[src/rtl/voltage_bank_scheduler_pkg.sv]
// Shared constants and state encodings for the LCOPA voltage line RAM
// ping-pong bank scheduler.
package voltage_bank_scheduler_pkg;

    localparam int LINE_WORDS = 480;
    localparam int ADDR_W     = 9;
    localparam int DATA_W     = 24;

    // VSYNC is asserted low for the VSPW interval; its falling edge marks frame start.
    localparam logic VSYNC_ACTIVE = 1'b0;

    localparam logic [ADDR_W-1:0] LAST_IDX = ADDR_W'(LINE_WORDS - 1);

    typedef enum logic {
        W_FILL = 1'b0,
        W_WAIT = 1'b1
    } wr_state_e;

endpackage

[src/rtl/voltage_bank_scheduler_if.sv]
// Host write handshake plus the registered RAM write port of the bank scheduler.
interface voltage_bank_scheduler_if;
    import voltage_bank_scheduler_pkg::*;

    logic              Wr_Valid;
    logic              Wr_Ready;
    logic [DATA_W-1:0] Wr_Data;
    logic              RAMWrEn;
    logic [ADDR_W:0]   RAMWrADD;
    logic [DATA_W-1:0] RAMWrData;

    modport master (
        output Wr_Valid,
        output Wr_Data,
        input  Wr_Ready,
        input  RAMWrEn,
        input  RAMWrADD,
        input  RAMWrData
    );

    modport slave (
        input  Wr_Valid,
        input  Wr_Data,
        output Wr_Ready,
        output RAMWrEn,
        output RAMWrADD,
        output RAMWrData
    );

endinterface

[src/rtl/voltage_bank_scheduler_vsync_edge_sync.sv]
// Multi-flop synchroniser with a one-cycle pulse on entry into the active level.
// Generic over polarity so the same block serves VSYNC and HSYNC.
module vsync_edge_sync #(
    parameter int   STAGES     = 2,
    parameter logic ACTIVE_LVL = 1'b0
) (
    input  logic SysClk,
    input  logic Reset_N,
    input  logic Sync_In,
    output logic Edge_Pulse
);

    localparam logic IDLE_LVL = ~ACTIVE_LVL;

    logic [STAGES-1:0] sync_p0;
    logic              last_p1;

    // Resetting to the idle level keeps reset-time activity from looking like an edge.
    always_ff @(posedge SysClk or negedge Reset_N) begin
        if (!Reset_N) begin
            sync_p0 <= {STAGES{IDLE_LVL}};
            last_p1 <= IDLE_LVL;
        end else begin
            for (int i = STAGES - 1; i > 0; i--) begin
                sync_p0[i] <= sync_p0[i-1];
            end
            sync_p0[0] <= Sync_In;
            last_p1    <= sync_p0[STAGES-1];
        end
    end

    assign Edge_Pulse = (last_p1 == IDLE_LVL) && (sync_p0[STAGES-1] == ACTIVE_LVL);

endmodule

[src/rtl/voltage_bank_scheduler.sv]
// Ping-pong bank controller: the host fills one 480-word bank while the dispatcher
// reads the other; banks swap only on a VSYNC falling edge.
module voltage_bank_scheduler
    import voltage_bank_scheduler_pkg::*;
#(
    parameter int SYNC_STAGES = 2
) (
    input  logic                           SysClk,
    input  logic                           Reset_N,
    voltage_bank_scheduler_if.slave        Bus,
    input  logic                           Flush,
    input  logic                           VSYNC,
    output logic                           RdBank,
    output logic                           Send,
    output logic                           Underrun,
    output logic [15:0]                    Swap_Count
);

    wr_state_e         state_q;
    wr_state_e         state_nxt;
    logic [ADDR_W-1:0] idx_q;
    logic              pending_q;
    logic              rd_bank_q;
    logic              send_q;
    logic              underrun_q;
    logic [15:0]       swap_cnt_q;

    logic              vs_fall;
    logic              wr_ready;
    logic              accept;
    logic              take;
    logic              last_take;
    logic              swap;

    logic              wr_vld_p1;
    logic [ADDR_W:0]   wr_addr_p1;
    logic [DATA_W-1:0] wr_data_p1;

    vsync_edge_sync #(
        .STAGES     (SYNC_STAGES),
        .ACTIVE_LVL (VSYNC_ACTIVE)
    ) u_vsync_edge (
        .SysClk     (SysClk),
        .Reset_N    (Reset_N),
        .Sync_In    (VSYNC),
        .Edge_Pulse (vs_fall)
    );

    assign wr_ready  = (state_q == W_FILL);
    assign accept    = Bus.Wr_Valid & wr_ready;
    // Flush drops a word offered in the same cycle so the refill starts clean.
    assign take      = accept & ~Flush;
    assign last_take = take & (idx_q == LAST_IDX);
    // A bank completing on the frame-start cycle itself still counts as ready.
    assign swap      = vs_fall & ~Flush & (pending_q | last_take);

    always_ff @(posedge SysClk or negedge Reset_N) begin
        if (!Reset_N) begin
            state_q <= W_FILL;
        end else begin
            state_q <= state_nxt;
        end
    end

    always_comb begin
        state_nxt = state_q;
        case (state_q)
            W_FILL: begin
                if (!Flush && !swap && last_take) begin
                    state_nxt = W_WAIT;
                end
            end
            W_WAIT: begin
                if (Flush || swap) begin
                    state_nxt = W_FILL;
                end
            end
            default: state_nxt = W_FILL;
        endcase
    end

    // Stage p1: registered RAM write, one cycle behind the accepted word.
    always_ff @(posedge SysClk or negedge Reset_N) begin
        if (!Reset_N) begin
            wr_vld_p1  <= 1'b0;
            wr_addr_p1 <= '0;
            wr_data_p1 <= '0;
        end else begin
            wr_vld_p1 <= take;
            if (take) begin
                wr_addr_p1 <= {~rd_bank_q, idx_q};
                wr_data_p1 <= Bus.Wr_Data;
            end
        end
    end

    always_ff @(posedge SysClk or negedge Reset_N) begin
        if (!Reset_N) begin
            idx_q      <= '0;
            pending_q  <= 1'b0;
            rd_bank_q  <= 1'b0;
            send_q     <= 1'b1;
            underrun_q <= 1'b0;
            swap_cnt_q <= '0;
        end else begin
            if (Flush) begin
                idx_q <= '0;
            end else if (take) begin
                idx_q <= (idx_q == LAST_IDX) ? '0 : idx_q + ADDR_W'(1);
            end

            if (Flush || swap) begin
                pending_q <= 1'b0;
            end else if (last_take) begin
                pending_q <= 1'b1;
            end

            if (swap) begin
                rd_bank_q  <= ~rd_bank_q;
                swap_cnt_q <= swap_cnt_q + 16'd1;
                send_q     <= 1'b0;
            end

            // Underrun only counts once the dispatcher has been released to run.
            if (Flush) begin
                underrun_q <= 1'b0;
            end else if (vs_fall && !pending_q && !last_take && !send_q) begin
                underrun_q <= 1'b1;
            end
        end
    end

    assign Bus.Wr_Ready  = wr_ready;
    assign Bus.RAMWrEn   = wr_vld_p1;
    assign Bus.RAMWrADD  = wr_addr_p1;
    assign Bus.RAMWrData = wr_data_p1;
    assign RdBank        = rd_bank_q;
    assign Send          = send_q;
    assign Underrun      = underrun_q;
    assign Swap_Count    = swap_cnt_q;

endmodule
[src/flat_wrapper.sv]
// flat-port wrapper written by rule: the top's interface ports become plain ports
module voltage_bank_scheduler_flat import voltage_bank_scheduler_pkg::*;
#(
    parameter int SYNC_STAGES = 2
)
  (SysClk, Reset_N, Flush, VSYNC, RdBank, Send, Underrun, Swap_Count, Bus_Wr_Valid, Bus_Wr_Data, Bus_Wr_Ready, Bus_RAMWrEn, Bus_RAMWrADD, Bus_RAMWrData);
  voltage_bank_scheduler_if Bus_i ();
  input  logic SysClk;
  input  logic Reset_N;
  input  logic Flush;
  input  logic VSYNC;
  output logic RdBank;
  output logic Send;
  output logic Underrun;
  output logic [15:0] Swap_Count;
  input wire logic [$bits(Bus_i.Wr_Valid)-1:0] Bus_Wr_Valid;
  input wire logic [$bits(Bus_i.Wr_Data)-1:0] Bus_Wr_Data;
  output wire logic [$bits(Bus_i.Wr_Ready)-1:0] Bus_Wr_Ready;
  output wire logic [$bits(Bus_i.RAMWrEn)-1:0] Bus_RAMWrEn;
  output wire logic [$bits(Bus_i.RAMWrADD)-1:0] Bus_RAMWrADD;
  output wire logic [$bits(Bus_i.RAMWrData)-1:0] Bus_RAMWrData;
  assign Bus_i.Wr_Valid = Bus_Wr_Valid;
  assign Bus_i.Wr_Data = Bus_Wr_Data;
  assign Bus_Wr_Ready = Bus_i.Wr_Ready;
  assign Bus_RAMWrEn = Bus_i.RAMWrEn;
  assign Bus_RAMWrADD = Bus_i.RAMWrADD;
  assign Bus_RAMWrData = Bus_i.RAMWrData;
  voltage_bank_scheduler #(.SYNC_STAGES(SYNC_STAGES)) u_core (.SysClk(SysClk), .Reset_N(Reset_N), .Bus(Bus_i), .Flush(Flush), .VSYNC(VSYNC), .RdBank(RdBank), .Send(Send), .Underrun(Underrun), .Swap_Count(Swap_Count));
endmodule
[config.mk]
export PLATFORM = sky130hd
export DESIGN_NAME = voltage_bank_scheduler_flat
export DESIGN_NICKNAME = d
export VERILOG_FILES = /design/src/rtl/voltage_bank_scheduler_pkg.sv /design/src/rtl/voltage_bank_scheduler_if.sv /design/src/rtl/voltage_bank_scheduler_vsync_edge_sync.sv /design/src/rtl/voltage_bank_scheduler.sv /design/src/flat_wrapper.sv
export SDC_FILE = /design/constraint.sdc
export NUM_CORES = 1
export LEC_CHECK = 0
export CAP_MARGIN = 20
export CORE_ASPECT_RATIO = 0.75
export CORE_MARGIN = 2
export CORE_UTILIZATION = 40
export CTS_BUF_LIST = sky130_fd_sc_hd__clkbuf_4 sky130_fd_sc_hd__clkbuf_8
export DETAILED_ROUTE_END_ITERATION = 7
export GPL_ROUTABILITY_DRIVEN = 0
export HOLD_SLACK_MARGIN = 0.15
export PLACE_DENSITY = 0.69
export RECOVER_POWER = 25
export SLEW_MARGIN = 20
export SYNTH_ARGS = -nofsm -noshare
export SYNTH_HDL_FRONTEND = slang
export SYNTH_SLANG_ARGS = --single-unit
[constraint.sdc]
create_clock -name SysClk -period 4.7 [get_ports SysClk]
set_input_delay 0.94 -clock SysClk [delete_from_list [all_inputs] [get_ports SysClk]]
set_output_delay 0.94 -clock SysClk [all_outputs]
set_load 0.01 [all_outputs]
### After elaboration in Yosys (flattened, before gate mapping)

Cells that the tools add are included.

* $add $sub $neg: 2
* equal/unequal tests: 1
* muxes and demuxes: 10
* bitwise operators: 10
* reductions and logical operators: 15

Operators by type and width (count)
* $mux 9: 3
* $add 16x1->16 const B: 1
* $add 9x1->9 const B: 1
* $eq 9x9->1 const B: 1
* $logic_and 1x1->1: 6
* $mux 1: 6
* $reduce_bool 2->1: 3
* $and 1x1->1: 5
* $logic_not 1->1: 5
* $not 1->1: 4
* $pmux 1 s2: 1
* $logic_or 1x1->1: 1
* $or 1x1->1: 1

* flip-flop bits (word level): 68
* output and inout port bits: 55

### Logic depth before layout (Yosys ltp)

Gate-level depths: netlist (run 1).

* depth after elaboration: 11
* depth in mapped cells: 7
* mapped depth without buffers: 5

### Hierarchy

Synthesis (run 1) repeated with hierarchy kept, for this count alone.

* cells, all modules: 286
* area total of the unflattened synthesis: 2872.8 µm²

Modules (own cells, without submodules)
* voltage_bank_scheduler: times used 1, cells an instance 282, area each 2780.2 µm², seq. area each 1627.8 µm²
* vsync_edge_sync: times used 1, cells an instance 4, area each 92.6 µm², seq. area each 78.8 µm²

### Worst setup path after synthesis (run 1)

Ideal clock, no wire load.

* kind: input-to-reg
* start point: input port Flush
* end point: register u_core.swap_cnt_q[1], in the netlist u_core.Swap_Count[1]
* setup time: 0.125 ns
* arrival: 2.553 ns
* data required time: 4.575 ns
* slack: 2.022 ns
* stages on the path: 6
* path buffers: 2
* cells stage by stage: buf_6 > or3b_1 > buf_6 > o41ai_4 > nand2_2 > mux2_4

* longest elaborated chain between the ends: 5

Ends and longest elaborated chain
* start: declaration: RTL line flat_wrapper.sv:10 `input logic Flush;`
* $not 1->1 *: RTL line voltage_bank_scheduler.sv:52, voltage_bank_scheduler.sv:55
* $and 1x1->1: RTL line voltage_bank_scheduler.sv:52 `assign take = accept & ~Flush;`
* $and 1x1->1: RTL line voltage_bank_scheduler.sv:53 `assign last_take = take & (idx_q == LAST_IDX);`
* $or 1x1->1: RTL line voltage_bank_scheduler.sv:55 `assign swap = vs_fall & ~Flush & (pending_q | last_take);`
* $and 1x1->1 *: RTL line voltage_bank_scheduler.sv:55
* end signal: assignment: RTL line voltage_bank_scheduler.sv:120 `swap_cnt_q <= swap_cnt_q + 16'd1;`
* end: declaration: RTL line voltage_bank_scheduler.sv:26 `logic [15:0] swap_cnt_q;`

Every way passes the cells marked *; elsewhere a longest branch is shown, timed or not.
A chain may end at the register's enable or synchronous reset.

### Worst setup path in the final report (run 1)

Ends and elaborated chain as after synthesis.

==> results.ini, run 1 <==
[timing]
fin_crit_sh_pct=73.3
report.final.slew_viol_count=28
timing.final.crit_period_ns=3.45
timing.final.hold_violations=0
max_clock_freq_mhz=290
grt_setup_unrepaired=false
slew_headroom_pct=-0.152
report.final.setup_viol=0
fin_ws_ns=1.25
skew_ns=0.00397
worst_margin_pin_slew_ns=1.50
tns_ns=0

[power]
power_switching_mw=0.311
power.clock.fraction_pct=42.5
totalPowerFinal_mw=1.38
power_report.internal_total_mw=1.07
combinational_fraction_of_design_power_pct=11.5
power_per_cell_area_nw_per_um2=344
p_sw_share_pct=22.5
pwr-share-seq_pct=46.0
total_leakage_power_nw=1.86
power.ir.vdd_worst_v=0.000217

[final_layout]
final_design_area_no_fill_um2=4010
final-instance-count-excl-fill=471
layout_cells_sized_above_1_pct=7.24
synthToLayoutAreaGrowth_pct=40.6
num_antenna_cells=0
finalNetCount=399

[die]
ioPinCount=84
rows=26
placeable_core_area_um2=6860
floorplan.die.width_um=102
fp.dieArea_um2=7840
initial_cell_density_of_the_core_pct=41.6
floorplan.die.height_um=77.2

[cts]
post-cts-setup-buffers=0
clock_insertion_delay_worst_skew_ns=0.34
h-tree-depth=3
cts_sinks=68
tritoncts=done
worst_case_clock_buffer_depth=2
post_cts.resized_instances=0
clockRootBuffer=clkbuf_8
cts_hold_buffers=0
clk_pin_slew_ns=0.07
numCtsBuffers=9

[synthesis]
post_synth_instance_area_um2=2860
synthDistinctLibCells=37
share_of_the_yosys_chip_area_belonging_to_registers_pct=59.8
synth.ff_latch_count=68
synth-edff-count=0
postSynthNetCount=312
postSynth.asyncResetShare_pct=100
synth_top_cell_area_share_pct=56.1
synth.cells.most_frequent=111 x nand2_1, 64 x dfrtp_1, 17 x xnor2_1
yosysWarnings=0
netlist_top_cells_area=dfrtp_1 56%, nand2_1 15%, xnor2_1 5.2%, dfstp_2 3.7%, nand4_1 2.2%
syn_inst=281
cell_type_contributing_the_most_total_cell_area_after_synthesis=dfrtp_1
average_footprint_of_a_synthesized_cell_um2=10.2
synthFlopType=dfrtp_1
synth.most_common_cell=nand2_1

[global_routing]
grt_first_pass_wirelength_um=11000
grt-ovfl-total=0
antenna_violations_before_repair=0
grt_start_max_net_pins=42
grtUsageTotal_pct=17.6
via_count_of_the_first_global_routing_pass=2171

[worst_setup_path]
worstSetupPathType=in -> reg
crit_path_cell_trace=clkdlybuf4s50_1 > or3b_1 > buf_4 > o41ai_4 > nand2_2 > mux2_4
critical_path_required_ns=4.93
timing.critical_path.slowest_cell_delay_ns=0.92
cp_data_arrival_time_ns=3.67
critical_path.endpoint_type=flip-flop
critical-path-slowest-cell=o41ai_4
cp-start-kind=input pin
worst-path-max-fanout=37

[routing]
1st_iter_drt_viols=79
postRouteAntennaNets=0
drcViolationCount=0
wl_per_cell_um=13.4
route.final.wire_length_um=6330
viasPerCell=4.70
detailroute.via_count=2212
drtPass1Iterations=4

[placement]
place_hpwl_um=4290
numPortBuffers=83
place.detailed.instances=455
post-place-ws_ns=0.900
dpl_cell_area_um2=3770

[flow_run]
maxCapViolations=1

[worst_hold_path]
timing.hold.worst.class=reg -> reg

[status]
run_status=complete, but fails checks
violated_checks=capacitance limit, slew limit

[flip-flops by register name, summed over array words and instances (netlist names)]
register,count
u_core.Bus.RAMWrEn,1
u_core.Bus.RAMWrData,24
u_core.Underrun,1
u_core.u_vsync_edge.last_p1,1
u_core.Bus.RAMWrADD,10
u_core.pending_q,1
u_core.state_q,1
u_core.idx_q,9
u_core.RdBank,1
u_core.u_vsync_edge.sync_p0,2
u_core.Swap_Count,16
u_core.Send,1
[worst paths after layout]
kind | end | start | cells after the start | slack, ns
worst max-delay path | u_core.Swap_Count[1]$_DFFE_PN0P_ | Flush | 6 | 1.25
worst min-delay path | u_core.u_vsync_edge.sync_p0[1]$_DFF_PN1_ | u_core.u_vsync_edge.sync_p0[0]$_DFF_PN1_ | 0 | 0.36
worst max register to register | u_core.Swap_Count[1]$_DFFE_PN0P_ | u_core.state_q$_DFF_PN0_ | 5 | 2.05
worst min register to register | u_core.u_vsync_edge.sync_p0[1]$_DFF_PN1_ | u_core.u_vsync_edge.sync_p0[0]$_DFF_PN1_ | 0 | 0.36
max in group asynchronous | u_core.Bus.RAMWrADD[0]$_DFFE_PN0N_ | Reset_N | 2 | 2.49
min in group asynchronous | u_core.Swap_Count[0]$_DFFE_PN0P_ | Reset_N | 1 | 0.96
[area by class of cell]
class / instances / area (um^2)
Inverter: 2 / 7.51
Sequential cell: 68 / 1710
Multi-Input combinational cell: 201 / 1080
Timing Repair Buffer: 86 / 847
Clock inverter: 6 / 111
Fill cell: 589 / 2850
Tap cell: 98 / 123
Clock buffer: 10 / 138
[layer usage]
metal / GRT usage (%) / part of all wire, % / wire, um / vias to the layer above
li1: - / - / - / 1104
met1: 25.5 / 50 / 3200 / 1034
met2: 25.1 / 42 / 2660 / 65
met3: 5.29 / 6.3 / 399 / 9
met4: 5.81 / 1.2 / 74 / 0
met5: 0 / 0 / 0 / -
[per-stage QoR]
stage	hold slack, ns	utilization [%]
after floorplan	0.345	-
after global placement	0.347	54.9
after detailed placement	0.349	54.9
after CTS	0.359	58.5
after global routing	0.366	58.5
final	0.364	58.5
[power by group through the flow]
stage	clock network, mW	logic, mW	registers, mW
finish	0.587	0.160	0.636
global route	0.629	0.177	0.641
floorplan	0	0.0421	0.661
global placement	0	0.160	0.646
detailed placement	0	0.163	0.648
CTS	0.602	0.164	0.636
[kinds of logic after synthesis]
kind of cell	synth area share, %
AOI/OAI and AO/OA	4.03
xor gates and xnor gates	5.83
adders and majority gates	0.876
buffers and inverters	2.37
DFF	59.8
muxes	1.97
and+or+nand+nor	25.2
[placed cells by master, fill, tap and decap left out, types with 3 or more instances in the layout]
cell / count
nor2_1: 5
dfrtp_1: 64
and3_1: 7
dfstp_2: 3
xnor2_1: 17
nand4_1: 10
clkbuf_8: 10
nor2b_1: 3
bufinv_16: 3
clkdlybuf4s50_1: 80
and2_1: 3
and4_1: 3
buf_4: 3
a21oi_1: 6
nand2_1: 111
nand3_1: 8
nand2b_1: 3
mux2i_1: 3
[worst max-delay path: cells and delay by family]
kind | cells | cell delay, ns
AO/OA/AOI/OAI | 1 | 0.92
multiplexers | 1 | 0.34
AND/OR/NAND/NOR | 2 | 0.63
buffers and inverters | 2 | 0.83
Note: power is estimated with default switching activity, not from simulation.
==> inputs of run 2 (changes only) <==
==> constraint.sdc (replaced) <==
create_clock -name SysClk -period 3.4 [get_ports SysClk]
set_input_delay 0.68 -clock SysClk [delete_from_list [all_inputs] [get_ports SysClk]]
set_output_delay 0.68 -clock SysClk [all_outputs]
set_load 0.01 [all_outputs]
==> results.ini, run 2 (synthesis results as in run 1) <==
[cts]
numCtsBuffers=9  ; unchanged
post_cts.resized_instances=0  ; unchanged
clockRootBuffer=clkbuf_8  ; unchanged
cts_hold_buffers=0  ; unchanged
clk_pin_slew_ns=0.07  ; about the same
post-cts-setup-buffers=0  ; unchanged
worst_case_clock_buffer_depth=2  ; unchanged
tritoncts=done  ; unchanged
clock_insertion_delay_worst_skew_ns=0.33  ; was 0.34 ns
h-tree-depth=3  ; unchanged
cts_sinks=68  ; unchanged

[timing]
worst_margin_pin_slew_ns=1.64  ; was 1.50 ns
fin_ws_ns=0.966  ; was 1.25 ns
timing.final.crit_period_ns=2.43
tns_ns=0  ; unchanged
grt_setup_unrepaired=false  ; unchanged
report.final.setup_viol=0  ; unchanged
max_clock_freq_mhz=411
report.final.slew_viol_count=69  ; was 28
timing.final.hold_violations=0  ; unchanged
slew_headroom_pct=-9.59  ; was -0.152%
skew_ns=0.00422  ; was 0.00397 ns
fin_crit_sh_pct=71.6

[final_layout]
fill_count=637  ; was 589
final_design_area_no_fill_um2=3950  ; was 4010 um^2
layout_cells_sized_above_1_pct=8.00  ; was 7.24%
synthToLayoutAreaGrowth_pct=38.4  ; was 40.6%
most_frequent_cells_in_the_layout=111 x nand2_1, 81 x clkdlybuf4s50_1, 64 x dfrtp_1  ; was 111 x nand2_1, 80 x clkdlybuf4s50_1, 64 x dfrtp_1
num_antenna_cells=0  ; unchanged
final_common_cell=nand2_1  ; unchanged
final_core_util_pct=57.6  ; was 58.5%
largest_register_ff_count=24  ; unchanged
finalNetCount=401  ; was 399

[worst_hold_path]
whs_path_depth=0  ; unchanged
timing.hold.worst.class=reg -> reg  ; unchanged
hold_path_end=u_core.u_vsync_edge.sync_p0[1]$_DFF_PN1_  ; unchanged
worstHoldStart=u_core.u_vsync_edge.sync_p0[0]$_DFF_PN1_  ; unchanged

[power]
power_per_cell_area_nw_per_um2=422  ; was 344 nW/um^2
total_leakage_power_nw=1.84  ; was 1.86 nW
power.ir.vdd_worst_v=0.000263  ; was 0.000217 V

[worst_setup_path]
reg2reg_from=u_core.state_q$_DFF_PN0_  ; unchanged
worst-path-max-fanout=16  ; was 37
critical-path-slowest-cell=clkdlybuf4s50_1  ; was o41ai_4
critical_path_required_ns=3.62  ; was 4.93 ns
worstSetupPathType=in -> reg  ; unchanged
timing.critical_path.slowest_cell_delay_ns=0.51  ; was 0.92 ns
cp_data_arrival_time_ns=2.65  ; was 3.67 ns
critical_path.endpoint_type=flip-flop  ; unchanged
crit_path_cell_trace=clkdlybuf4s50_1 > or3b_1 > o41ai_4 > buf_4 > nand4_1 > xnor2_1  ; was clkdlybuf4s50_1 > or3b_1 > buf_4 > o41ai_4 > nand2_2 > mux2_4
r2r_end=u_core.Swap_Count[12]$_DFFE_PN0P_  ; was u_core.Swap_Count[1]$_DFFE_PN0P_
cp-start-kind=input pin  ; unchanged
worst-r2r-setup-slack_ns=1.38  ; was 2.05 ns
worst_setup_path_startpoint=Bus_Wr_Valid  ; was Flush
r2r_cells=5  ; unchanged

[routing]
viasPerCell=4.73  ; was 4.70
drtPass1Iterations=4  ; unchanged
drcViolationCount=0  ; unchanged
postRouteAntennaNets=0  ; unchanged
1st_iter_drt_viols=84  ; was 79
route.final.wire_length_um=6060  ; was 6330 um
wl_per_cell_um=12.8  ; was 13.4 um
detailroute.via_count=2236  ; was 2,212

[global_routing]
highest_utilization_routing_layer_at_the_global_route_stage=met2  ; was met1
met1_usage_pct=23.7  ; was 25.5%
grtUsageTotal_pct=16.8  ; was 17.6%
grt_first_pass_wirelength_um=10300  ; was 11,000 um
grt_use_met3_pct=6.56  ; was 5.29%
grt_util_met2_pct=24.0  ; was 25.1%
grt_start_max_net_pins=69  ; was 42
grt-ovfl-total=0  ; unchanged
antenna_violations_before_repair=0  ; unchanged
via_count_of_the_first_global_routing_pass=2166  ; was 2,171

[die]
floorplan.die.width_um=102  ; unchanged
fp.dieArea_um2=7840  ; unchanged
initial_cell_density_of_the_core_pct=41.6  ; unchanged
ioPinCount=84  ; unchanged
rows=26  ; unchanged
placeable_core_area_um2=6860  ; unchanged
floorplan.die.height_um=77.2  ; unchanged

[status]
violated_checks=capacitance limit, slew limit  ; unchanged
run_status=complete, but fails checks  ; unchanged

[placement]
place_hpwl_um=4210  ; was 4290 um
numPortBuffers=83  ; unchanged
post-place-ws_ns=0.619  ; was 0.900 ns
dpl_cell_area_um2=3780  ; was 3770 um^2

[flow_run]
maxCapViolations=1  ; unchanged

==> run 2: layer usage <==
| layer | wire, um | part of all wire [%] |
|---|---|---|
| met2 | 2590 | 43 |
| met1 | 3070 | 51 |
| met4 | 40 | 0.66 |
| met5 | 0 | 0 |
| met3 | 356 | 5.9 |
==> run 2: critical path: cells and delay by family <==
family                    cells  cell delay, ns
AOI/OAI and AO/OA             1            0.41
xor gates and xnor gates      1            0.17
buffers and inverters         2            0.79
and+or+nand+nor               2            0.60
==> run 2: cell type report <==
type / count / area, um^2 / area share (%)
sequential: 68 / 1710 / 43.2
multi-input combinational: 201 / 1080 / 27.4
timing repair buffer: 88 / 861 / 21.8
clock buffer: 11 / 145 / 3.67
tap: 98 / 123 / 3.10
clock inverter: 5 / 27.5 / 0.697
inverter: 2 / 7.51 / 0.190
==> run 2: power by group <==
part,internal (mW),switching (mW)
combinational,0.120,0.0996
sequential,0.855,0.0238
clock,0.287,0.283
==> run 2: metrics by stage <==
step	total power [mW]	std cells	hold WS (ns)
global route	1.76	473	0.367
detailed placement	1.12	457	0.347
CTS	1.70	473	0.357
global placement	1.11	457	0.346
floorplan	0.972	281	0.345
finish	1.67	473	0.362
==> run 2: worst max path at each step <==
stage                     slack (ns)                                 to  cells after the start
after floorplan                 0.98   u_core.Swap_Count[1]$_DFFE_PN0P_                      6
after global placement          0.65  u_core.Swap_Count[12]$_DFFE_PN0P_                      6
after detailed placement        0.62  u_core.Swap_Count[12]$_DFFE_PN0P_                      6
after CTS                       0.98  u_core.Swap_Count[12]$_DFFE_PN0P_                      6
after global routing            0.84  u_core.Swap_Count[14]$_DFFE_PN0P_                      6
final                           0.97  u_core.Swap_Count[12]$_DFFE_PN0P_                      6
==> inputs of run 3 (changes only) <==
==> constraint.sdc (replaced) <==
create_clock -name SysClk -period 2.5 [get_ports SysClk]
set_input_delay 0.5 -clock SysClk [delete_from_list [all_inputs] [get_ports SysClk]]
set_output_delay 0.5 -clock SysClk [all_outputs]
set_load 0.01 [all_outputs]
==> results.ini, run 3 (synthesis results as in run 1) <==
[global_routing]
grt_start_max_net_pins=37  ; was 69
grt-ovfl-total=0  ; unchanged
antenna_violations_before_repair=0  ; unchanged
grtUsageTotal_pct=17.3  ; was 16.8%
grt_first_pass_wirelength_um=10700  ; was 10,300 um
via_count_of_the_first_global_routing_pass=2189  ; was 2,166

[flow_run]
maxCapViolations=0  ; was 1

[worst_setup_path]
r2r_end=u_core.Swap_Count[6]$_DFFE_PN0P_  ; was u_core.Swap_Count[12]$_DFFE_PN0P_
reg2reg_from=u_core.state_q$_DFF_PN0_  ; unchanged
worstSetupPathType=in -> reg  ; unchanged
critical_path.endpoint_type=flip-flop  ; unchanged
timing.critical_path.slowest_cell_delay_ns=0.54  ; was 0.51 ns
cp_data_arrival_time_ns=2.47  ; was 2.65 ns
worst-path-max-fanout=14  ; was 16
worst-r2r-setup-slack_ns=0.50  ; was 1.38 ns
cp-start-kind=input pin  ; unchanged
crit_path_cell_trace=dlygate4sd3_1 > or3b_1 > o41ai_4 > buf_4 > nand4_1 > xnor2_1  ; was clkdlybuf4s50_1 > or3b_1 > o41ai_4 > buf_4 > nand4_1 > xnor2_1
critical-path-slowest-cell=dlygate4sd3_1  ; was clkdlybuf4s50_1
r2r_cells=5  ; unchanged
critical_path_required_ns=2.71  ; was 3.62 ns

[timing]
skew_ns=0.00776  ; was 0.00422 ns
grt_setup_unrepaired=false  ; unchanged
slew_headroom_pct=26.4  ; was -9.59%
report.final.setup_viol=0  ; unchanged
fin_crit_sh_pct=90.5
report.final.slew_viol_count=0  ; was 69
worst_margin_pin_slew_ns=1.10  ; was 1.64 ns
timing.final.hold_violations=0  ; unchanged
timing.final.crit_period_ns=2.26
max_clock_freq_mhz=442
final.hold.worst_slack_ns=0.362  ; about the same

[worst_hold_path]
timing.hold.worst.class=reg -> reg  ; unchanged
whs_path_depth=0  ; unchanged
hold_path_end=u_core.u_vsync_edge.sync_p0[1]$_DFF_PN1_  ; unchanged
worstHoldStart=u_core.u_vsync_edge.sync_p0[0]$_DFF_PN1_  ; unchanged

[die]
floorplan.die.height_um=77.2  ; unchanged
placeable_core_area_um2=6860  ; unchanged
floorplan.die.width_um=102  ; unchanged
initial_cell_density_of_the_core_pct=41.6  ; unchanged
ioPinCount=84  ; unchanged
rows=26  ; unchanged
fp.dieArea_um2=7840  ; unchanged

[final_layout]
num_antenna_cells=0  ; unchanged
fill_count=624  ; was 637
final-instance-count-excl-fill=479  ; was 473
final_design_area_no_fill_um2=4090  ; was 3950 um^2
layout_cells_sized_above_1_pct=8.66  ; was 8.00%
combined_area_of_the_multi_input_logic_cells_um2=1080  ; unchanged
final_core_util_pct=59.6  ; was 57.6%
synthToLayoutAreaGrowth_pct=43.4  ; was 38.4%
finalNetCount=407  ; was 401
largest_register_ff_count=24  ; unchanged
final_common_cell=nand2_1  ; unchanged
layout.area.seq_um2=1710  ; unchanged
most_frequent_cells_in_the_layout=111 x nand2_1, 80 x clkdlybuf4s50_1, 64 x dfrtp_1  ; was 111 x nand2_1, 81 x clkdlybuf4s50_1, 64 x dfrtp_1

[routing]
route.final.wire_length_um=6290  ; was 6060 um
drcViolationCount=0  ; unchanged
viasPerCell=4.68  ; was 4.73
postRouteAntennaNets=0  ; unchanged
wl_per_cell_um=13.1  ; was 12.8 um
drtPass1Iterations=4  ; unchanged
detailroute.via_count=2240  ; was 2,236
1st_iter_drt_viols=72  ; was 84

[power]
power.ir.vdd_worst_v=0.000435  ; was 0.000263 V
power_report.internal_total_mw=2.12  ; was 1.26 mW
power_switching_mw=0.580  ; was 0.406 mW
total_leakage_power_nw=1.90  ; was 1.84 nW
p_sw_share_pct=21.5  ; was 24.3%
combinational_fraction_of_design_power_pct=11.2  ; was 13.2%
power_per_cell_area_nw_per_um2=659  ; was 422 nW/um^2
pwr-share-seq_pct=44.3  ; was 52.7%
power.clock.fraction_pct=44.5  ; was 34.1%

[cts]
clock_insertion_delay_worst_skew_ns=0.34  ; was 0.33 ns
clockRootBuffer=clkbuf_8  ; unchanged
cts_sinks=68  ; unchanged
h-tree-depth=3  ; unchanged
tritoncts=done  ; unchanged
worst_case_clock_buffer_depth=2  ; unchanged
numCtsBuffers=9  ; unchanged
clk_pin_slew_ns=0.07  ; about the same

[status]
run_status=finished, final reports clean  ; was complete, but fails checks

[placement]
place.detailed.instances=462  ; was 457
dpl_cell_area_um2=3820  ; was 3780 um^2
place_hpwl_um=4360  ; was 4210 um
numPortBuffers=83  ; unchanged

-- run 3: cell types whose count changed in the layout (fill, tap and decap cells not counted), moves of 2 or more --
cell / previous run / this run
dlygate4sd3_1: 1 / 3
clkbuf_1: 0 / 2
clkinv_2: 4 / 0
buf_4: 4 / 8
bufinv_16: 0 / 4
-- run 3: per-layer routing --
layer | share of wire, % | track usage, %
met2 | 43 | 25.3
met5 | 0 | 0
met3 | 6.4 | 6.65
met1 | 51 | 24.7
met4 | 0.30 | 3.24
-- run 3: timing repair --
item / in CTS / in global routing
resized for setup: 0 / 0
buffers inserted: 0 / 0
hold buffers: 1 / 0
hold endpoints to repair: 15 / 0
-- run 3: worst max path at each step --
stage | from | to | slack, ns | cells after the start
6_report | Bus_Wr_Valid | u_core.Swap_Count[6]$_DFFE_PN0P_ | 0.24 | 6
5_1_grt | Bus_Wr_Valid | u_core.Swap_Count[14]$_DFFE_PN0P_ | 0.14 | 6
4_1_cts | Bus_Wr_Valid | u_core.Swap_Count[6]$_DFFE_PN0P_ | 0.32 | 6
3_5_place_dp | Bus_Wr_Valid | u_core.Swap_Count[6]$_DFFE_PN0P_ | -0.04 | 6
3_3_place_gp | Bus_Wr_Valid | u_core.Swap_Count[10]$_DFFE_PN0P_ | -0.005 | 6
2_1_floorplan | Flush | u_core.Swap_Count[1]$_DFFE_PN0P_ | 0.26 | 6
-- run 3: through the flow --
step                setup slack [ns]  setup TNS, ns  power [mW]
floorplan                      0.262              0        1.32
global placement            -0.00473       -0.00971        1.52
detailed placement           -0.0428         -0.158        1.53
CTS                            0.324              0        2.74
global route                   0.140              0        2.82
finish                         0.239              0        2.70
-- run 3: critical path, delay by kind of cell --
family	cells	cell delay [ns]
buffers and inverters	2	0.81
XOR/XNOR	1	0.18
AND/OR/NAND/NOR	2	0.55
AO/OA/AOI/OAI	1	0.43
-- run 3: power groups by stage --
stage	Combinational [mW]	Clock (mW)	Sequential [mW]
after floorplan	0.0791	0	1.24
after global placement	0.304	0	1.21
after detailed placement	0.310	0	1.22
after CTS	0.312	1.24	1.20
after global routing	0.336	1.28	1.20
final	0.303	1.20	1.20
-- run 3: layout make-up --
type | count | area share [%]
multi-input combinational | 201 | 26.4
clock inverter | 6 | 3.30
inverter | 2 | 0.183
timing repair buffer | 94 | 22.1
tap | 98 | 3.00
sequential | 68 | 41.7
clock buffer | 10 | 3.36
